[config.mk]
export PLATFORM = sky130hd
export DESIGN_NAME = video_squ_timing_gen
export DESIGN_NICKNAME = d
export VERILOG_FILES = /design/src/rtl/video_squ_pkg.sv /design/src/rtl/video_squ_timing_gen_subcarrier.sv /design/src/rtl/video_squ_timing_gen.sv
export SDC_FILE = /design/constraint.sdc
export NUM_CORES = 1
export LEC_CHECK = 0
export ABC_AREA = 0
export BUFFER_PORTS_ARGS = -buffer_cell sky130_fd_sc_hd__buf_2
export CAP_MARGIN = 20
export CORE_MARGIN = 4
export CORE_UTILIZATION = 40
export DETAILED_ROUTE_END_ITERATION = 16
export GPL_ROUTABILITY_DRIVEN = 0
export PLACE_DENSITY = 0.68
export SYNTH_ARGS = -nofsm -noshare
export SYNTH_HDL_FRONTEND = slang
export SYNTH_SLANG_ARGS = --single-unit
export TNS_END_PERCENT = 5
[constraint.sdc]
create_clock -name CK_i -period 5.6 [get_ports CK_i]
set_input_delay 0.28 -clock CK_i [delete_from_list [all_inputs] [get_ports CK_i]]
set_output_delay 0.28 -clock CK_i [all_outputs]
set_load 0.005 [all_outputs]
[src/rtl/video_squ_pkg.sv]
// Shared constants, types and helpers for the square-pixel NTSC raster timing generator.
// Macro VIDEO_SQU_TG_SERRATION_EN selects equalizing / serrated vertical sync lines.
package video_squ_pkg;

  localparam logic [9:0] H_LAST      = 10'd779;   // H_TOTAL = 780
  localparam logic [8:0] V_LAST      = 9'd262;    // V_TOTAL = 263

  localparam logic [9:0] H_SYNC_END  = 10'd57;
  localparam logic [9:0] H_BURST_BEG = 10'd65;
  localparam logic [9:0] H_BURST_END = 10'd95;
  localparam logic [9:0] H_ACT_BEG   = 10'd130;
  localparam logic [9:0] H_ACT_END   = 10'd769;
  localparam logic [9:0] H_EQ_END    = 10'd28;
  localparam logic [9:0] H_HALF      = 10'd390;
  localparam logic [9:0] H_EQ2_END   = 10'd418;
  localparam logic [9:0] H_VS1_END   = 10'd331;
  localparam logic [9:0] H_VS2_END   = 10'd721;

  localparam logic [8:0] V_EQ1_END   = 9'd2;
  localparam logic [8:0] V_VS_BEG    = 9'd3;
  localparam logic [8:0] V_VS_END    = 9'd5;
  localparam logic [8:0] V_EQ2_END   = 9'd8;
  localparam logic [8:0] V_BURST_BEG = 9'd9;
  localparam logic [8:0] V_ACT_BEG   = 9'd20;
  localparam logic [8:0] V_ACT_END   = 9'd259;

  localparam logic [4:0] PH_STEP     = 5'd7;
  localparam logic [4:0] PH_MOD      = 5'd24;
  localparam logic [4:0] PH_QUARTER  = 5'd6;

  // First quarter of the sine wave in 15 degree steps, amplitude 7; entry k at [k].
  localparam logic [6:0][2:0] SIN_Q = {3'd7, 3'd7, 3'd6, 3'd5, 3'd4, 3'd2, 3'd0};

  typedef enum logic [1:0] {LINE_NORMAL, LINE_EQ, LINE_VSYNC} line_kind_e;

  typedef struct packed {
    logic xsync;
    logic xblk;
    logic burst;
  } gates_t;

  localparam gates_t GATES_RST = '{xsync: 1'b1, xblk: 1'b0, burst: 1'b0};

  function automatic logic signed [3:0] sin_lut(input logic [4:0] p);
    logic       neg;
    logic [4:0] q;
    logic [2:0] mag;
    neg = (p >= 5'd12);
    q   = neg ? p - 5'd12 : p;
    mag = (q <= 5'd6) ? SIN_Q[q[2:0]] : SIN_Q[3'(5'd12 - q)];
    return neg ? -$signed({1'b0, mag}) : $signed({1'b0, mag});
  endfunction

  function automatic line_kind_e line_kind(input logic [8:0] v);
`ifdef VIDEO_SQU_TG_SERRATION_EN
    if (v <= V_EQ1_END || (v > V_VS_END && v <= V_EQ2_END)) return LINE_EQ;
`endif
    if (v >= V_VS_BEG && v <= V_VS_END) return LINE_VSYNC;
    return LINE_NORMAL;
  endfunction

endpackage

[src/rtl/video_squ_timing_gen_subcarrier.sv]
// Colour subcarrier: 24-step phase accumulator advancing 7 steps per clock, sin/cos LUT
// and a C_DLY-stage output delay line.
module video_squ_subcarrier
  import video_squ_pkg::*;
#(
  parameter int C_DLY = 2
) (
  input  logic              clk,
  input  logic              rst_n,
  input  logic              ce,
  input  logic              srst,
  output logic signed [3:0] sin_o,
  output logic signed [3:0] cos_o
);

  logic [4:0] ph_q, ph_d, ph_sum, cos_idx_sum, cos_idx;
  logic signed [3:0] sin_q [C_DLY];
  logic signed [3:0] sin_d [C_DLY];
  logic signed [3:0] cos_q [C_DLY];
  logic signed [3:0] cos_d [C_DLY];

  assign ph_sum      = ph_q + PH_STEP;
  assign cos_idx_sum = ph_q + PH_QUARTER;
  assign cos_idx     = (cos_idx_sum >= PH_MOD) ? cos_idx_sum - PH_MOD : cos_idx_sum;

  always_comb begin
    ph_d = ph_q;
    for (int i = 0; i < C_DLY; i++) begin
      sin_d[i] = sin_q[i];
      cos_d[i] = cos_q[i];
    end
    if (srst) begin
      ph_d = '0;
      for (int i = 0; i < C_DLY; i++) begin
        sin_d[i] = '0;
        cos_d[i] = '0;
      end
    end else if (ce) begin
      ph_d     = (ph_sum >= PH_MOD) ? ph_sum - PH_MOD : ph_sum;
      sin_d[0] = sin_lut(ph_q);
      cos_d[0] = sin_lut(cos_idx);
      for (int i = 1; i < C_DLY; i++) begin
        sin_d[i] = sin_q[i-1];
        cos_d[i] = cos_q[i-1];
      end
    end
  end

  always_ff @(posedge clk or negedge rst_n) begin
    if (!rst_n) begin
      ph_q <= '0;
      for (int i = 0; i < C_DLY; i++) begin
        sin_q[i] <= '0;
        cos_q[i] <= '0;
      end
    end else begin
      ph_q <= ph_d;
      for (int i = 0; i < C_DLY; i++) begin
        sin_q[i] <= sin_d[i];
        cos_q[i] <= cos_d[i];
      end
    end
  end

  assign sin_o = sin_q[C_DLY-1];
  assign cos_o = cos_q[C_DLY-1];

endmodule

[src/rtl/video_squ_timing_gen.sv]
// Square-pixel NTSC raster timing: H/V/frame counters, delayed sync/blank/burst gates, subcarrier.
// Define VIDEO_SQU_TG_SERRATION_EN for equalizing lines and serrated vertical sync.
module video_squ_timing_gen
  import video_squ_pkg::*;
#(
  parameter int C_PX_DLY       = 3,
  parameter int C_CBURST_DLY_N = 2,
  parameter bit C_XCBURST_SHUF = 1'b0
) (
  input  logic              CK_i,
  input  logic              XARST_i,
  input  logic              CK_EE_i,
  input  logic              RST_i,
  output logic [9:0]        HCTRs_o,
  output logic [8:0]        VCTRs_o,
  output logic [7:0]        FCTRs_o,
  output logic              XBLK_o,
  output logic              COLOR_BAR_NOW_o,
  output logic              XSYNC_o,
  output logic signed [3:0] sin_s_o,
  output logic signed [3:0] cos_s_o
);

  logic [9:0] hctr_q, hctr_d;
  logic [8:0] vctr_q, vctr_d;
  logic [7:0] fctr_q, fctr_d;
  logic       h_wrap, v_wrap;
  gates_t     gate_now;
  gates_t     gates_q [C_PX_DLY];
  gates_t     gates_d [C_PX_DLY];
  line_kind_e kind;
  logic       in_sync;

  assign h_wrap = (hctr_q == H_LAST);
  assign v_wrap = (vctr_q == V_LAST);

  // NOTE: every always_comb output gets a hold value first so no path infers a latch.
  always_comb begin
    hctr_d = hctr_q;
    vctr_d = vctr_q;
    fctr_d = fctr_q;
    if (RST_i) begin
      hctr_d = '0;
      vctr_d = '0;
      fctr_d = '0;
    end else if (CK_EE_i) begin
      hctr_d = h_wrap ? '0 : hctr_q + 10'd1;
      if (h_wrap) begin
        vctr_d = v_wrap ? '0 : vctr_q + 9'd1;
        if (v_wrap) fctr_d = fctr_q + 8'd1;
      end
    end
  end

  always_comb begin
    kind    = line_kind(vctr_q);
    in_sync = (hctr_q <= H_SYNC_END);
    case (kind)
      LINE_EQ:    in_sync = (hctr_q <= H_EQ_END) || (hctr_q >= H_HALF && hctr_q <= H_EQ2_END);
`ifdef VIDEO_SQU_TG_SERRATION_EN
      LINE_VSYNC: in_sync = (hctr_q <= H_VS1_END) || (hctr_q >= H_HALF && hctr_q <= H_VS2_END);
`else
      LINE_VSYNC: in_sync = (hctr_q <= H_VS2_END);
`endif
      default:    ;
    endcase
    gate_now.xsync = ~in_sync;
    gate_now.xblk  = (vctr_q >= V_ACT_BEG) && (vctr_q <= V_ACT_END) &&
                     (hctr_q >= H_ACT_BEG) && (hctr_q <= H_ACT_END);
    gate_now.burst = !C_XCBURST_SHUF && (vctr_q >= V_BURST_BEG) &&
                     (hctr_q >= H_BURST_BEG) && (hctr_q <= H_BURST_END);
  end

  always_comb begin
    for (int i = 0; i < C_PX_DLY; i++) gates_d[i] = gates_q[i];
    if (RST_i) begin
      for (int i = 0; i < C_PX_DLY; i++) gates_d[i] = GATES_RST;
    end else if (CK_EE_i) begin
      gates_d[0] = gate_now;
      for (int i = 1; i < C_PX_DLY; i++) gates_d[i] = gates_q[i-1];
    end
  end

  // NOTE: sequential state uses non-blocking assignments only, so every flop samples pre-edge values.
  always_ff @(posedge CK_i or negedge XARST_i) begin
    if (!XARST_i) begin
      hctr_q <= '0;
      vctr_q <= '0;
      fctr_q <= '0;
      // NOTE: the delay stages are a handful of flops, not a RAM, so they are reset with the counters.
      for (int i = 0; i < C_PX_DLY; i++) gates_q[i] <= GATES_RST;
    end else begin
      hctr_q <= hctr_d;
      vctr_q <= vctr_d;
      fctr_q <= fctr_d;
      for (int i = 0; i < C_PX_DLY; i++) gates_q[i] <= gates_d[i];
    end
  end

  video_squ_subcarrier #(
    .C_DLY (C_CBURST_DLY_N)
  ) u_subcarrier (
    .clk   (CK_i),
    .rst_n (XARST_i),
    .ce    (CK_EE_i),
    .srst  (RST_i),
    .sin_o (sin_s_o),
    .cos_o (cos_s_o)
  );

  assign HCTRs_o         = hctr_q;
  assign VCTRs_o         = vctr_q;
  assign FCTRs_o         = fctr_q;
  assign XSYNC_o         = gates_q[C_PX_DLY-1].xsync;
  assign XBLK_o          = gates_q[C_PX_DLY-1].xblk;
  assign COLOR_BAR_NOW_o = gates_q[C_PX_DLY-1].burst;

endmodule

# Word-level counts from Yosys, hierarchy flattened
# Memories as Yosys holds them, arrays and structs flattened.
# Cells that the tools add are included.
# classes
n_addsub	13
n_lt_le_gt_ge	24
n_eq_ne	4
n_mux	35
bitwise_logic	1
n_reduce_logical	13
# op_table
cell	count
8-bit 2-to-1 mux	8
9-bit 2-to-1 mux	6
10-bit 2-to-1 mux	3
5-bit 2-to-1 mux	6
10-bit <= comparator (second input constant)	2
3-bit 2-to-1 mux	6
3-bit by 4-bit less-than comparator with 1-bit output (second input constant)	4
10-bit by 1-bit adder with 10-bit output (second input constant)	1
5-bit by 3-bit adder with 5-bit output (second input constant)	2
10-bit equality test (second input constant)	1
10-bit by 7-bit greater-or-equal comparator with 1-bit output (second input constant)	1
10-bit by 8-bit greater-or-equal comparator with 1-bit output (second input constant)	1
10-bit by 9-bit greater-or-equal comparator with 1-bit output (second input constant)	1
5-bit by 4-bit greater-or-equal comparator with 1-bit output (second input constant)	2
5-bit greater-or-equal comparator (second input constant)	2
10-bit by 5-bit <= comparator with 1-bit output (second input constant)	1
10-bit by 6-bit <= comparator with 1-bit output (second input constant)	1
10-bit by 7-bit <= comparator with 1-bit output (second input constant)	1
10-bit by 9-bit <= comparator with 1-bit output (second input constant)	1
5-bit by 3-bit <= comparator with 1-bit output (second input constant)	2
5-bit by 4-bit subtractor with 5-bit output (second input constant)	2
5-bit subtractor (second input constant)	2
9-bit by 1-bit adder with 9-bit output (second input constant)	1
9-bit equality test (second input constant)	1
other kinds (20)	32
# totals
regBits	57
rom_bits	96
inputBits	4
output_inout_bits	38
elab_cells	111
n_memories	4
# memory_table
memory	words	word_bits	rd	rd_ports_with_merged_regs	wr	line	text
(no name shown)	8	3	1	0	0	video_squ_pkg.sv:50	mag = (q <= 5'd6) ? SIN_Q[q[2:0]] : SIN_Q[3'(5'd12 - q)];
(no name shown)	8	3	1	0	0	video_squ_pkg.sv:50	
(no name shown)	8	3	1	0	0	video_squ_pkg.sv:50	
(no name shown)	8	3	1	0	0	video_squ_pkg.sv:50	

# Logic depth before layout (Yosys ltp)
# Gate-level depths: netlist (run 1).
# logic_depth
ltp_word	13
ltp_mapped	19
mapped_depth_nobuf	18

# Hierarchy
# From an unflattened synthesis (run 1), not the netlist that was laid out.
# unflattened
cells_unflattened	462
hier_area_um2	4106.4
# by_module_without_submodules
mod	instances	cells_per_inst	area_each_um2	seq_area_each_um2
video_squ_timing_gen	1	247	2262.2	904.6
video_squ_subcarrier	1	215	1844.3	525.5

# Worst setup path after synthesis (run 1)
# Ideal clock, no wire load.
# synth_timing
kind	register to register
from	register u_subcarrier.ph_q[1]
to	register u_subcarrier.cos_q[6] in the netlist's numbering
t_arrival_ns	3.822
t_required_ns	5.476
slack_ns	1.654
stages_incl_launch_ff	20
n_path_buf	1
period_less_slack_ns	3.946
cell_sequence	dfrtp_1 buf_2 inv_1 ha_1 xor2_2 inv_2 ha_1 a211oi_1 a21o_2 ha_1 or2_2 o211a_1 and2_2 nor3b_1 a211oi_1 ha_1 nor2b_1 nor2_1 and3_1 a211o_1
# synth_via
elab_chain_len	13
word_cells_on_any_way	18
classes_between	add/sub: 5; order compare: 3; mux: 8; memory: 2
# synth_lines
element	line	text
from (decl)	video_squ_timing_gen_subcarrier.sv:16	logic [4:0] ph_q, ph_d, ph_sum, cos_idx_sum, cos_idx;
from (signal assigned)	video_squ_timing_gen_subcarrier.sv:57	ph_q <= ph_d;
5-bit by 3-bit adder with 5-bit output (*)	video_squ_timing_gen_subcarrier.sv:23	assign cos_idx_sum = ph_q + PH_QUARTER;
5-bit subtractor or 5-bit greater-or-equal comparator (tied branches)	video_squ_timing_gen_subcarrier.sv:24	assign cos_idx = (cos_idx_sum >= PH_MOD) ? cos_idx_sum - PH_MOD : cos_idx_sum;
5-bit 2-to-1 mux (*)	video_squ_timing_gen_subcarrier.sv:24	
5-bit by 4-bit subtractor with 5-bit output or 5-bit by 4-bit greater-or-equal comparator with 1-bit output (tied branches)	video_squ_pkg.sv:49, video_squ_pkg.sv:48	
5-bit 2-to-1 mux	video_squ_pkg.sv:49	q = neg ? p - 5'd12 : p;
3-bit subtractor	video_squ_pkg.sv:50	
memory 8 x 3 bit	--	
3-bit 2-to-1 mux (implied by the code)	video_squ_pkg.sv:50	
3-bit 2-to-1 mux	video_squ_pkg.sv:50	
3-bit negation with 4-bit output	video_squ_pkg.sv:51	return neg ? -$signed({1'b0, mag}) : $signed({1'b0, mag});
4-bit 2-to-1 mux (*)	video_squ_pkg.sv:51	
8-bit 2-to-1 mux (*)	video_squ_timing_gen_subcarrier.sv:38	end else if (ce) begin
8-bit 2-to-1 mux (*)	video_squ_timing_gen_subcarrier.sv:32	if (srst) begin
to (signal, indexed assignment)	video_squ_timing_gen_subcarrier.sv:60	cos_q[i] <= cos_d[i];
to (decl)	video_squ_timing_gen_subcarrier.sv:19	logic signed [3:0] cos_q [C_DLY];
# Mark *: on every way between the ends. The rest lies on a longest branch, timed or not. The select of a mux whose other input is x is not followed.
# A chain may end at the register's enable or synchronous reset.

# Worst setup path in the final report (run 1)
# Same ends and word-level chain as after synthesis.

==> qor.yml, run 1 <==
ys_seq_area_frac: 0.389
root_buffer: "clkbuf_8"
finalCritPeriodShare: 0.776
drc_errors: 0
fp.dieH_um: 104
timing.final.crit_period_ns: 4.35
worstPathRequired_ns: 5.82
startpoint_type: "register"
path_class: "reg2reg"
synth_largest_area_cell: "dfrtp_1"
r2r_cells: 18
synth_most_common_cell: "dfrtp_1"
synthToLayoutAreaGrowth_pct: 11.6
slowest_delay_ns: 0.53
synth.top_cell.area_share: 0.367
status: "complete, no violations"
hpwl_um: 5490
global_route.usage.total: 0.148
power_density_nw_per_um2: 305
finalHoldViolations: 0
p_leak_nw: 1.95
post-place-ws_ns: 1.32
layout-drive-gt1-share: 0.206
grt_max_degree: 58
ctsHoldBuffers: 0
worst_path_max_delay_cell: "dfrtp_1"
fin_ws_ns: 1.25
end_kind: "register"
cp_num_buf_inv: 2
r2r_start: "u_subcarrier.ph_q[1]"
initial_utilization: 0.416
grt_overflow: 0
drv_cap: 0
maxSlewHeadroom: 0.377
cts_resized: 0
syn_area_per_cell_um2: 9.32
synth-edff-count: 0
io_buffers: 41
worstSkewPairLatency_ns: 0.33
drtIter0Drc: 114
num_vias: 2938
worst_ep_arrival_time_ns: 4.57
die_area_um2: 10800
nNetsFinal: 449
post_cts_buffers: 0
cts.sinks: 57
cp_common_cell: "ha_1"
num_rows: 34
grt_pass1_wl_um: 13500
synthTopCellsByCount: "dfrtp_1 (54), nor2_1 (53), nand2_1 (28)"
clk_pin_slew_worst_paths_ns: 0.07
slew_violations: 0
cts_tree: "done"
cts_htree_levels: 3
syn_inst: 395
setup-tns-final_ns: 0
cts_made_buffers: 9
max_freq_mhz: 230
postSynth.asyncResetShare: 1.00
wl_per_cell_um: 14.6
synth_ff_type: "dfrtp_1"
yosysWarnings: 0
vdd.ir_drop.worst_uv: 164
clock_skew_ns: 0.00848
n_antenna_cell: 0
ys_ff_latch: 57
worst-path-max-fanout: 12
core_um2: 8850
setup_viol_count_final: 0
rsz0062_at_grt: "false"
first_pass_iters: 5
postRouteAntennaNets: 0
grt_pass1_vias: 2869
grt_antenna_before_repair: 0
synth.distinct_cells: 66
critPathTopFamily: "simple AND/OR/NAND/NOR gates"
clk_path_buf_depth: 2
via_per_inst: 5.49
routed_wl_um: 7800
crit_chain: "inv_1 > ha_1 > xor2_2 > inv_2 > ha_1 > a211oi_1 > a21o_2 > ha_1 > or2_2 > o211a_1 > and2_2 > nor3b_1 > a211oi_1 > ha_1 > nor2b_1 > nor2_1 > and3_1 > a211o_1"
r2r_end: "u_subcarrier.cos_q[6]"
yosys-top-cells-area: "dfrtp_1 (37%), ha_1 (7.5%), nor2_1 (5.4%), mux2i_1 (4.1%), nand2_1 (2.9%)"
worstMarginPinSlew_ns: 0.931
ios: 42
synth_area_um2: 3680
rrSetupSlack_ns: 1.25
crit_cells: 18
die_w_um: 104
holdWs_ns: 0.0704
synth_fp_nets: 421
min_path_type: "in2async"
metrics by stage:
| step | util | power (mW) | area [um2] | cells |
|---|---|---|---|---|
| after CTS | 0.464 | 1.27 | 4110 | 535 |
| after floorplan | - | 0.778 | 3680 | 395 |
| after global placement | 0.440 | 0.836 | 3890 | 520 |
| final | 0.464 | 1.25 | 4110 | 535 |
| after global routing | 0.464 | 1.34 | 4110 | 535 |
| after detailed placement | 0.440 | 0.853 | 3890 | 520 |
registers in the layout (all words and copies together), names as in the netlist:
signal and cells:
gates_q 6, VCTRs_o 9, COLOR_BAR_NOW_o 1, FCTRs_o 8
u_subcarrier.sin_q 4, XBLK_o 1, u_subcarrier.cos_o 4, XSYNC_o 1
u_subcarrier.ph_q 5, HCTRs_o 10, u_subcarrier.sin_o 4, u_subcarrier.cos_q 4
power by group:
group          total [mW]  internal, mW  switching, mW
sequential          0.469         0.441         0.0282
clock               0.408         0.251          0.157
combinational       0.377         0.170          0.207
total                1.25         0.862          0.393
worst max-delay path by stage:
| stage | from | endpoint | slack (ns) |
|---|---|---|---|
| 3_3_place_gp | u_subcarrier.ph_q[1] | u_subcarrier.cos_q[6] | 1.45 |
| 3_5_place_dp | u_subcarrier.ph_q[1] | u_subcarrier.cos_q[6] | 1.32 |
| 4_1_cts | u_subcarrier.ph_q[1] | u_subcarrier.cos_q[6] | 1.28 |
| 2_1_floorplan | u_subcarrier.ph_q[1] | u_subcarrier.cos_q[6] | 1.65 |
| 6_report | u_subcarrier.ph_q[1] | u_subcarrier.cos_q[6] | 1.25 |
| 5_1_grt | u_subcarrier.ph_q[1] | u_subcarrier.cos_q[6] | 0.95 |
cell families (layout without fill, tap and decap cells):
group,after synthesis,in the layout,synth area share
xor gates and xnor gates,21,21,0.0520
DFF,57,57,0.389
adders and majority gates,22,22,0.0748
muxes,19,19,0.0530
and+or+nand+nor,152,152,0.220
buffers and inverters,38,70,0.0503
AOI/OAI and AO/OA,86,86,0.162
per-layer routing:
layer | up-vias | share of wire | GRT usage
met3 | 10 | 0.053 | 0.0366
met5 | - | 0 | 0
met4 | 0 | 0.013 | 0.0408
met1 | 1393 | 0.46 | 0.191
li1 | 1454 | - | -
met2 | 81 | 0.48 | 0.247
cell usage in the layout (no fill, tap or decap), types with 6 or more instances in the layout:
cell | netlist | layout
nand3_1 | 8 | 8
nor2_1 | 53 | 53
a211oi_1 | 7 | 7
or3_1 | 8 | 8
ha_1 | 22 | 22
dfrtp_1 | 54 | 54
nor2b_1 | 7 | 7
o21ai_0 | 21 | 21
buf_2 | 2 | 41
nand2_1 | 28 | 28
inv_1 | 12 | 12
xor2_1 | 11 | 11
a21oi_1 | 18 | 18
mux2i_1 | 15 | 15
xnor2_1 | 9 | 9
nand4_1 | 6 | 6
clkbuf_8 | 1 | 13
area by class of cell:
| class | count | area [um2] |
|---|---|---|
| Clock buffer | 13 | 179 |
| Inverter | 13 | 48.8 |
| Timing Repair Buffer | 42 | 213 |
| Fill cell | 840 | 4740 |
| Sequential cell | 57 | 1430 |
| Clock inverter | 2 | 35.0 |
| Tap cell | 108 | 135 |
| Multi-Input combinational cell | 300 | 2070 |
Power figures use the tool's default switching activity.
==> run 2: changes to the inputs <==
Settings changed: PLACE_DENSITY 0.68 to 0.7.
Clock period 5.6 ns to 3.9 ns, I/O delays scaled along.
==> qor.yml, run 2 (synthesized netlist as in run 1, its figures left out) <==
failed_checks: "hold timing"
finalCoreUtilization: 0.480
p_leak_nw: 2.02
setup_viol_count_final: 0
die_area_um2: 10800
drc_errors: 0
power_density_nw_per_um2: 433
core_um2: 8850
cts.sinks: 57
holdWs_ns: -0.0142
clk_path_buf_depth: 2
fin_ws_ns: 0.149
ctsHoldBuffers: 0
maxSlewHeadroom: 0.362
max_freq_mhz: 267
total_power_mw: 1.84
fin_area_um2: 4250
fillers: 849
fp.dieH_um: 104
cts_tree: "done"
drv_cap: 0
clk_pin_slew_worst_paths_ns: 0.06
vdd.ir_drop.worst_uv: 197
nNetsFinal: 464
worstPathRequired_ns: 4.13
num_vias: 3001
status: "complete, but fails checks"
final_cells: 550
grt_overflow: 0
slew_violations: 0
finalCritPeriodShare: 0.962
worst_ep_arrival_time_ns: 3.98
grt_pass1_wl_um: 13800
global_route.usage.total: 0.153
timing.final.crit_period_ns: 3.75
grt_antenna_before_repair: 0
n_antenna_cell: 0
met3_length_um: 302
post-place-ws_ns: -0.0670
min_path_type: "in2async"
ios: 42
grt_pass1_vias: 3017
first_pass_iters: 4
cts_htree_levels: 3
postRouteAntennaNets: 0
largest_register_ffs: 10
end_kind: "register"
worst-path-max-fanout: 5
hpwl_um: 5710
drt-met1-wl_um: 3670
drtIter0Drc: 128
finalHoldViolations: 12
placed_cell_area_um2: 3980
via_per_inst: 5.46
num_rows: 34
top_layer: "met4"
wl_per_cell_um: 14.4
startpoint_type: "register"
root_buffer: "clkbuf_8"
worstSkewPairLatency_ns: 0.34
grt_max_degree: 58
clock_skew_ns: 0.00365
rrSetupSlack_ns: 0.15
cts_made_buffers: 9
path_class: "reg2reg"
io_buffers: 41
worstMarginPinSlew_ns: 0.953
place_inst: 532
wl_met2_um: 3830
layout-drive-gt1-share: 0.256
synthToLayoutAreaGrowth_pct: 15.3
initial_utilization: 0.416
routed_wl_um: 7910
mostFrequentLayoutCells: "dfrtp_1 (53), nor2_1 (53), buf_2 (41)"
die_w_um: 104
-- run 2: cell types whose count changed in the layout (fill, tap and decap cells not counted), sizes merged --
| cell | change |
|---|---|
| buf | +15 |
| clkbuf | -1 |
| clkinv | +1 |
-- run 2: critical path: stages (launching register included) --
cell	delay, ns
dfrtp_1	0.41
inv_1	0.10
ha_2	0.22
a21oi_4	0.17
xnor2_2	0.09
ha_2	0.23
buf_4	0.14
a21o_2	0.18
ha_1	0.27
or2_2	0.29
o211a_4	0.26
and2_2	0.20
nor3b_1	0.18
a211oi_1	0.10
ha_2	0.21
nor2b_2	0.12
nor2_1	0.04
and3_1	0.17
a211o_1	0.26
-- run 2: through the flow --
step	TNS (ns)	hold slack [ns]
2_1_floorplan	0	-0.101
3_3_place_gp	0	0.373
3_5_place_dp	-0.0670	0.386
4_1_cts	0	0.0184
5_1_grt	-0.0203	0.0744
6_report	0	-0.0142
-- run 2: layout make-up --
class / instances / area, um2 / area share
multi-input cells: 300 / 2110 / 0.497
flip-flops and latches: 57 / 1430 / 0.337
repair buffers: 57 / 325 / 0.0766
clock buffers: 12 / 155 / 0.0365
well taps: 108 / 135 / 0.0318
inverters: 13 / 48.8 / 0.0115
clock inverters: 3 / 40.0 / 0.00943
-- run 2: per-layer routing --
| metal | global-route usage | vias to the layer above |
|---|---|---|
| met5 | 0 | - |
| li1 | - | 1479 |
| met3 | 0.0410 | 12 |
| met4 | 0.0513 | 0 |
| met1 | 0.195 | 1459 |
| met2 | 0.250 | 51 |
-- run 2: what timing repair did --
| action | CTS | global route |
|---|---|---|
| resized for setup | 1 | 10 |
| endpoints found under the hold margin | 0 | 0 |
| setup endpoints to repair | 1 | 2 |
| pin swaps | 1 | 2 |
| setup buffers | 1 | 2 |
-- run 2: path summary, 6_finish.rpt --
check | start | endpoint | cells past startpoint
max | u_subcarrier.ph_q[2] | u_subcarrier.cos_q[6] | 18
min | XARST_i | HCTRs_o[2] | 2
max reg2reg | u_subcarrier.ph_q[2] | u_subcarrier.cos_q[6] | 18
min reg2reg | gates_q[6] | gates_q[6] | 2
max in group asynchronous | XARST_i | u_subcarrier.ph_q[1] | 2
min in group CK_i | RST_i | gates_q[6] | 4
-- run 2: power breakdown --
part           switching (mW)  total [mW]  internal (mW)
sequential             0.0364       0.670          0.634
combinational           0.319       0.612          0.293
clock                   0.231       0.555          0.324
total                   0.586        1.84           1.25
